===== src/rtl/de0_hex_entry.sv =====
// DE0 operator front-end: debounced buttons build a 16-bit hex value from SW; DE0_HEX_ENTRY_AUTOCOMMIT_EN commits on the 4th digit.
// Latency: raw button edge to press pulse is 2 + DEBOUNCE_CYCLES clocks, action on the next edge; no backpressure.
module de0_hex_entry #(
  parameter int DEBOUNCE_CYCLES = 500000
) (
  input  logic        clk_50,
  input  logic        reset_n,
  input  logic [2:0]  BUTTON,
  input  logic [3:0]  SW,
  output logic [15:0] value,
  output logic        value_strobe,
  output logic [15:0] edit_value,
  output logic [2:0]  digit_count,
  output logic        full
);

  localparam int CW = $clog2(DEBOUNCE_CYCLES);
  localparam logic [CW-1:0] CNT_MAX = CW'(DEBOUNCE_CYCLES - 1);

  typedef enum logic [1:0] {S_IDLE, S_ENTRY, S_FULL} state_t;

  logic [2:0]  btn_s1, btn_s2, press;
  logic [3:0]  sw_s1, sw_s2;
  state_t      state_q, state_d;
  logic        ev_clr, ev_com, ev_ent;
  logic [15:0] shifted;
  logic [15:0] value_d, edit_d;
  logic [2:0]  count_d;
  logic        strobe_d;

  always_ff @(posedge clk_50 or negedge reset_n) begin
    if (!reset_n) begin
      btn_s1 <= '1;
      btn_s2 <= '1;
      sw_s1  <= '1;
      sw_s2  <= '1;
    end else begin
      btn_s1 <= BUTTON;
      btn_s2 <= btn_s1;
      sw_s1  <= SW;
      sw_s2  <= sw_s1;
    end
  end

  for (genvar i = 0; i < 3; i++) begin : g_deb
    logic [CW-1:0] cnt;
    logic          deb;
    logic          prs;

    // Any agreeing cycle restarts the count, so only a run of DEBOUNCE_CYCLES disagreeing cycles is accepted.
    always_ff @(posedge clk_50 or negedge reset_n) begin
      if (!reset_n) begin
        cnt <= '0;
        deb <= 1'b1;
        prs <= 1'b0;
      end else begin
        prs <= 1'b0;
        if (btn_s2[i] == deb) begin
          cnt <= '0;
        end else if (cnt == CNT_MAX) begin
          cnt <= '0;
          deb <= btn_s2[i];
          prs <= ~btn_s2[i];
        end else begin
          cnt <= cnt + CW'(1);
        end
      end
    end

    assign press[i] = prs;
  end

  assign ev_clr  = press[2];
  assign ev_com  = press[1] & ~press[2];
  assign ev_ent  = press[0] & ~press[1] & ~press[2];
  assign shifted = {edit_value[11:0], sw_s2};

  always_ff @(posedge clk_50 or negedge reset_n) begin
    if (!reset_n) state_q <= S_IDLE;
    else          state_q <= state_d;
  end

  always_comb begin
    state_d = state_q;
    case (state_q)
      S_IDLE: if (ev_ent) state_d = S_ENTRY;
      S_ENTRY: begin
        if (ev_clr || ev_com) begin
          state_d = S_IDLE;
        end else if (ev_ent && digit_count == 3'd3) begin
`ifdef DE0_HEX_ENTRY_AUTOCOMMIT_EN
          state_d = S_IDLE;
`else
          state_d = S_FULL;
`endif
        end
      end
      S_FULL: if (ev_clr || ev_com) state_d = S_IDLE;
      default: state_d = S_IDLE;
    endcase
  end

  always_comb begin
    value_d  = value;
    edit_d   = edit_value;
    count_d  = digit_count;
    strobe_d = 1'b0;
    case (state_q)
      S_IDLE: begin
        if (ev_ent) begin
          edit_d  = shifted;
          count_d = 3'd1;
        end
      end
      S_ENTRY, S_FULL: begin
        if (ev_clr) begin
          edit_d  = '0;
          count_d = '0;
        end else if (ev_com) begin
          value_d  = edit_value;
          strobe_d = 1'b1;
          edit_d   = '0;
          count_d  = '0;
        end else if (ev_ent && state_q == S_ENTRY) begin
`ifdef DE0_HEX_ENTRY_AUTOCOMMIT_EN
          if (digit_count == 3'd3) begin
            value_d  = shifted;
            strobe_d = 1'b1;
            edit_d   = '0;
            count_d  = '0;
          end else begin
            edit_d  = shifted;
            count_d = digit_count + 3'd1;
          end
`else
          edit_d  = shifted;
          count_d = digit_count + 3'd1;
`endif
        end
      end
      default: begin
        edit_d  = '0;
        count_d = '0;
      end
    endcase
  end

  always_ff @(posedge clk_50 or negedge reset_n) begin
    if (!reset_n) begin
      value        <= '0;
      value_strobe <= 1'b0;
      edit_value   <= '0;
      digit_count  <= '0;
      full         <= 1'b0;
    end else begin
      value        <= value_d;
      value_strobe <= strobe_d;
      edit_value   <= edit_d;
      digit_count  <= count_d;
      full         <= (state_d == S_FULL);
    end
  end

endmodule


===== config.mk =====
export PLATFORM = sky130hd
export DESIGN_NAME = de0_hex_entry
export DESIGN_NICKNAME = d
export VERILOG_FILES = /design/src/rtl/de0_hex_entry.sv
export SDC_FILE = /design/constraint.sdc
export NUM_CORES = 1
export LEC_CHECK = 0
export ABC_AREA = 1
export CAP_MARGIN = 20
export CORE_MARGIN = 2
export CORE_UTILIZATION = 50
export DETAILED_ROUTE_END_ITERATION = 8
export GPL_TIMING_DRIVEN = 0
export PLACE_DENSITY = 0.73
export SLEW_MARGIN = 20
export SYNTH_ARGS = -nofsm -noshare
export SYNTH_HDL_FRONTEND = slang
export SYNTH_SLANG_ARGS = --single-unit

===== constraint.sdc =====
create_clock -name clk_50 -period 1.45 [get_ports clk_50]
set_input_delay 0.2175 -clock clk_50 [delete_from_list [all_inputs] [get_ports clk_50]]
set_output_delay 0.2175 -clock clk_50 [all_outputs]
set_load 0.02 [all_outputs]

==> results.sh <==
export IMPL_p_seq_frac=0.436
export IMPL_synth_net_count=677
export IMPL_areaGrowthSynthToFinish_pct=33.0
export IMPL_fraction_of_the_cycle_the_final_worst_path_needs=1.11
export IMPL_synth_avg_cell_area_sq_um=8.52
export IMPL_place_gp_congestion=0.914
export IMPL_via_count=4809
export IMPL_final_layout_size_suffix_gt1_frac=0.315
export IMPL_crit_path_max_fanout=5
export IMPL_total_count_of_max_transition_violations_in_the_final_report=0
export IMPL_clock_sink_count=116
export IMPL_root_buffer="sky130_fd_sc_hd__clkbuf_8"
export IMPL_rows=38
export IMPL_final_hold_violation_count=0
export IMPL_postSynthCellCount=659
export IMPL_synth_cell_type_count=32
export IMPL_dr_first_iter_drc_count=334
export IMPL_timing_max_slew_rel_slack=0.638
export IMPL_crit_chain="buf_6 -> ha_4 -> o21ai_4 -> nand2_2 -> nand2_2 -> buf_6 -> buf_12 -> buf_12 -> nand3_2 -> o21ai_2"
export IMPL_share_of_async_settable_or_async_resettable_flops_after_synthesis=1.00
export IMPL_timing_hold_ws_ns=0.0930
export IMPL_fin_crit_ns=1.61
export IMPL_non_filler_cells_in_the_finished_layout=912
export IMPL_ys_seq_elements=116
export IMPL_clk_latency_ns=0.53
export IMPL_routed_wirelength_mm=13.9
export IMPL_cts_htree_levels=4
export IMPL_worstSetupPathType="reg2reg"
export IMPL_swShare=0.215
export IMPL_io_pin_count=46
export IMPL_p_sw_mw=1.64
export IMPL_post_synth_top_count_cell="sky130_fd_sc_hd__nand2_1"
export IMPL_top_area_cell_type_share_of_the_netlist_area=0.441
export IMPL_clk_pin_slew_worst_paths_ns=0.06
export IMPL_fin_worst_skew_ns=0.00612
export IMPL_vdd_ir_drop_max_mv=0.687
export IMPL_mappedNetlistArea_sq_um=5620
export IMPL_fillers=804
export IMPL_detailedRoute_firstPassIterationCount=5
export IMPL_run_status="finished, violations left"
export IMPL_core_area_sq_um=10900
export IMPL_dpl_worst_slack_ns=-0.359
export IMPL_cp_required_ns=1.91
export IMPL_numPortBuffers=45
export IMPL_worst_hold_path_type="in2reg"
export IMPL_first_global_vias=4763
export IMPL_violated_checks="negative setup slack"
export IMPL_path_buf_inv=4
export IMPL_max_clock_path_buffers=2
export IMPL_power_density_nw_per_um2=1020
export IMPL_type_of_origin_of_the_critical_path="flop"
export IMPL_vias_per_cell=5.27
export IMPL_count_of_nets_after_finishing=777
export IMPL_die_w_microns=110
export IMPL_floorplan_die_area_sq_um=12100
export IMPL_synth_commonest_cells="sky130_fd_sc_hd__nand2_1 (136), sky130_fd_sc_hd__nor2_1 (134), sky130_fd_sc_hd__dfrtp_1 (99)"
export IMPL_synth_area_leader_cell="sky130_fd_sc_hd__dfrtp_1"
export IMPL_tritoncts_clock_tree="yes"
export IMPL_timing_worst_slew_pin_value_ns=0.543
export IMPL_fmax_ghz=0.622
export IMPL_postLayoutCoreUtil=0.686
export IMPL_yosys_warnings=0
export IMPL_p_leak_nw=3.31
export IMPL_grt_start_max_net_pins=61
export IMPL_report_final_setup_viol=24
export IMPL_diodes=0
export IMPL_arrival_ns=2.07
export IMPL_slowest_delay_ns=0.41
export IMPL_initial_utilization=0.516
export IMPL_dp_cells=845
export IMPL_global_route_usage_total=0.240
export IMPL_critical_path_top_delay_family="buffers and inverters"
export IMPL_rsz0062_at_grt="yes"
export IMPL_synth_edf_count=0
export IMPL_portion_of_the_post_synthesis_area_used_by_sequential_elements=0.520
export IMPL_power_frac_comb=0.030
export IMPL_cell_with_the_largest_stage_delay_on_the_worst_path="sky130_fd_sc_hd__dfrtp_1"
export IMPL_avgRoutedWirePerCell_microns=15.3
export IMPL_ys_top_cells_by_area="sky130_fd_sc_hd__dfrtp_1 (44%), sky130_fd_sc_hd__nand2_1 (9.1%), sky130_fd_sc_hd__nor2_1 (9.0%)"
export IMPL_layout_setup_ws_ns=-0.158
export IMPL_worstSetupEndpointType="flop"
export IMPL_globalRoute_totalOverflow=0
export IMPL_grt_pass1_wl_mm=22.1
export IMPL_die_h_microns=110
export IMPL_remaining_drcs=0
export IMPL_postSynth_topFlopCell="sky130_fd_sc_hd__dfrtp_1"
export IMPL_r2r_setup_slack_ns=-0.16
export IMPL_clock_power_share=0.534
export IMPL_numCtsBuffers=17
export IMPL_initial_antenna_violation_count=0
export IMPL_cell_internal_pwr_mw=6.00
export IMPL_post_dp_hpwl_mm=8.06
export IMPL_drt_antenna_violating_nets=0
export IMPL_drv_cap=0
power groups by stage:
| stage | Clock (mW) | Combinational, mW | Sequential (mW) |
|---|---|---|---|
| floorplan | 0 | 0.0650 | 3.37 |
| global placement | 0 | 0.165 | 3.38 |
| detailed placement | 0 | 0.178 | 3.38 |
| CTS | 4.10 | 0.207 | 3.32 |
| global route | 4.29 | 0.260 | 3.34 |
| finish | 4.08 | 0.228 | 3.33 |
worst paths after layout:
| path | to | depth (start not counted) | startpoint |
|---|---|---|---|
| worst max register to register | edit_value[13] | 10 | state_q[1] |
| worst min register to register | sw_s2[3] | 0 | sw_s1[3] |
| min in group asynchronous | edit_value[12] | 2 | reset_n |
| worst min-delay path | sw_s1[1] | 1 | SW[1] |
| worst max-delay path | edit_value[13] | 10 | state_q[1] |
| max in group asynchronous | btn_s1[2] | 3 | reset_n |
cell families after synthesis:
| logic type | after synthesis | share of synthesized area |
|---|---|---|
| adder cells (fa/ha/maj) | 9 | 0.0200 |
| buffers and inverters | 87 | 0.0655 |
| XOR/XNOR | 30 | 0.0481 |
| AO/OA/AOI/OAI | 62 | 0.0655 |
| flip-flops | 116 | 0.520 |
| AND/OR/NAND/NOR | 355 | 0.280 |
per-layer routing:
layer,global-route usage,share of wire,vias to the layer above,wire [microns]
met2,0.410,0.52,150,7190
met4,0.120,0.024,0,333
met5,0,0,-,0
met1,0.279,0.41,2351,5650
li1,-,-,2276,-
met3,0.0606,0.055,32,761
flip-flops by register name (all words and copies together) (netlist names), 2 cells and up:
register     count
btn_s1           3
btn_s2           3
g_deb.cnt       57
sw_s2            4
state_q          2
sw_s1            4
digit_count      3
edit_value      16
g_deb.prs        2
value           16
g_deb.deb        3
what timing repair did:
action	CTS	global route
resized for setup	151	95
endpoints found under the hold margin	51	0
hold buffers	1	0
endpoints found under the setup margin	110	102
buffers inserted	19	12
cloned	3	1
pin swaps	12	31
final cells by class:
cell class                 instances  area, sq um  share of cell area
sequential                       116         2930               0.392
multi-input combinational        456         2700               0.361
timing repair buffer              81          683              0.0914
clock buffer                      23          477              0.0638
inverter                          78          295              0.0395
tap                              140          175              0.0234
buffer                             9          113              0.0151
clock inverter                     9          103              0.0137
metrics by stage:
step / power [mW] / setup TNS, ns / instance area (sq um)
floorplan: 3.44 / 0 / 5620
global placement: 3.54 / -464.89 / 6240
detailed placement: 3.56 / -8.84 / 6270
CTS: 7.63 / -0.734 / 7300
global route: 7.89 / -5.15 / 7470
finish: 7.64 / -2.15 / 7470
layout by cell type, fill, tap and decap left out, types with 19 or more instances in the layout:
cell type                 count
sky130_fd_sc_hd__xor2_1      23
sky130_fd_sc_hd__nor2_1     115
sky130_fd_sc_hd__inv_1       71
sky130_fd_sc_hd__buf_4       23
sky130_fd_sc_hd__dfrtp_1     95
sky130_fd_sc_hd__nand2_1    124
sky130_fd_sc_hd__nor2_2      19
sky130_fd_sc_hd__o21ai_0     26
sky130_fd_sc_hd__nand3_2     19
(Power assumes the default switching activity.)
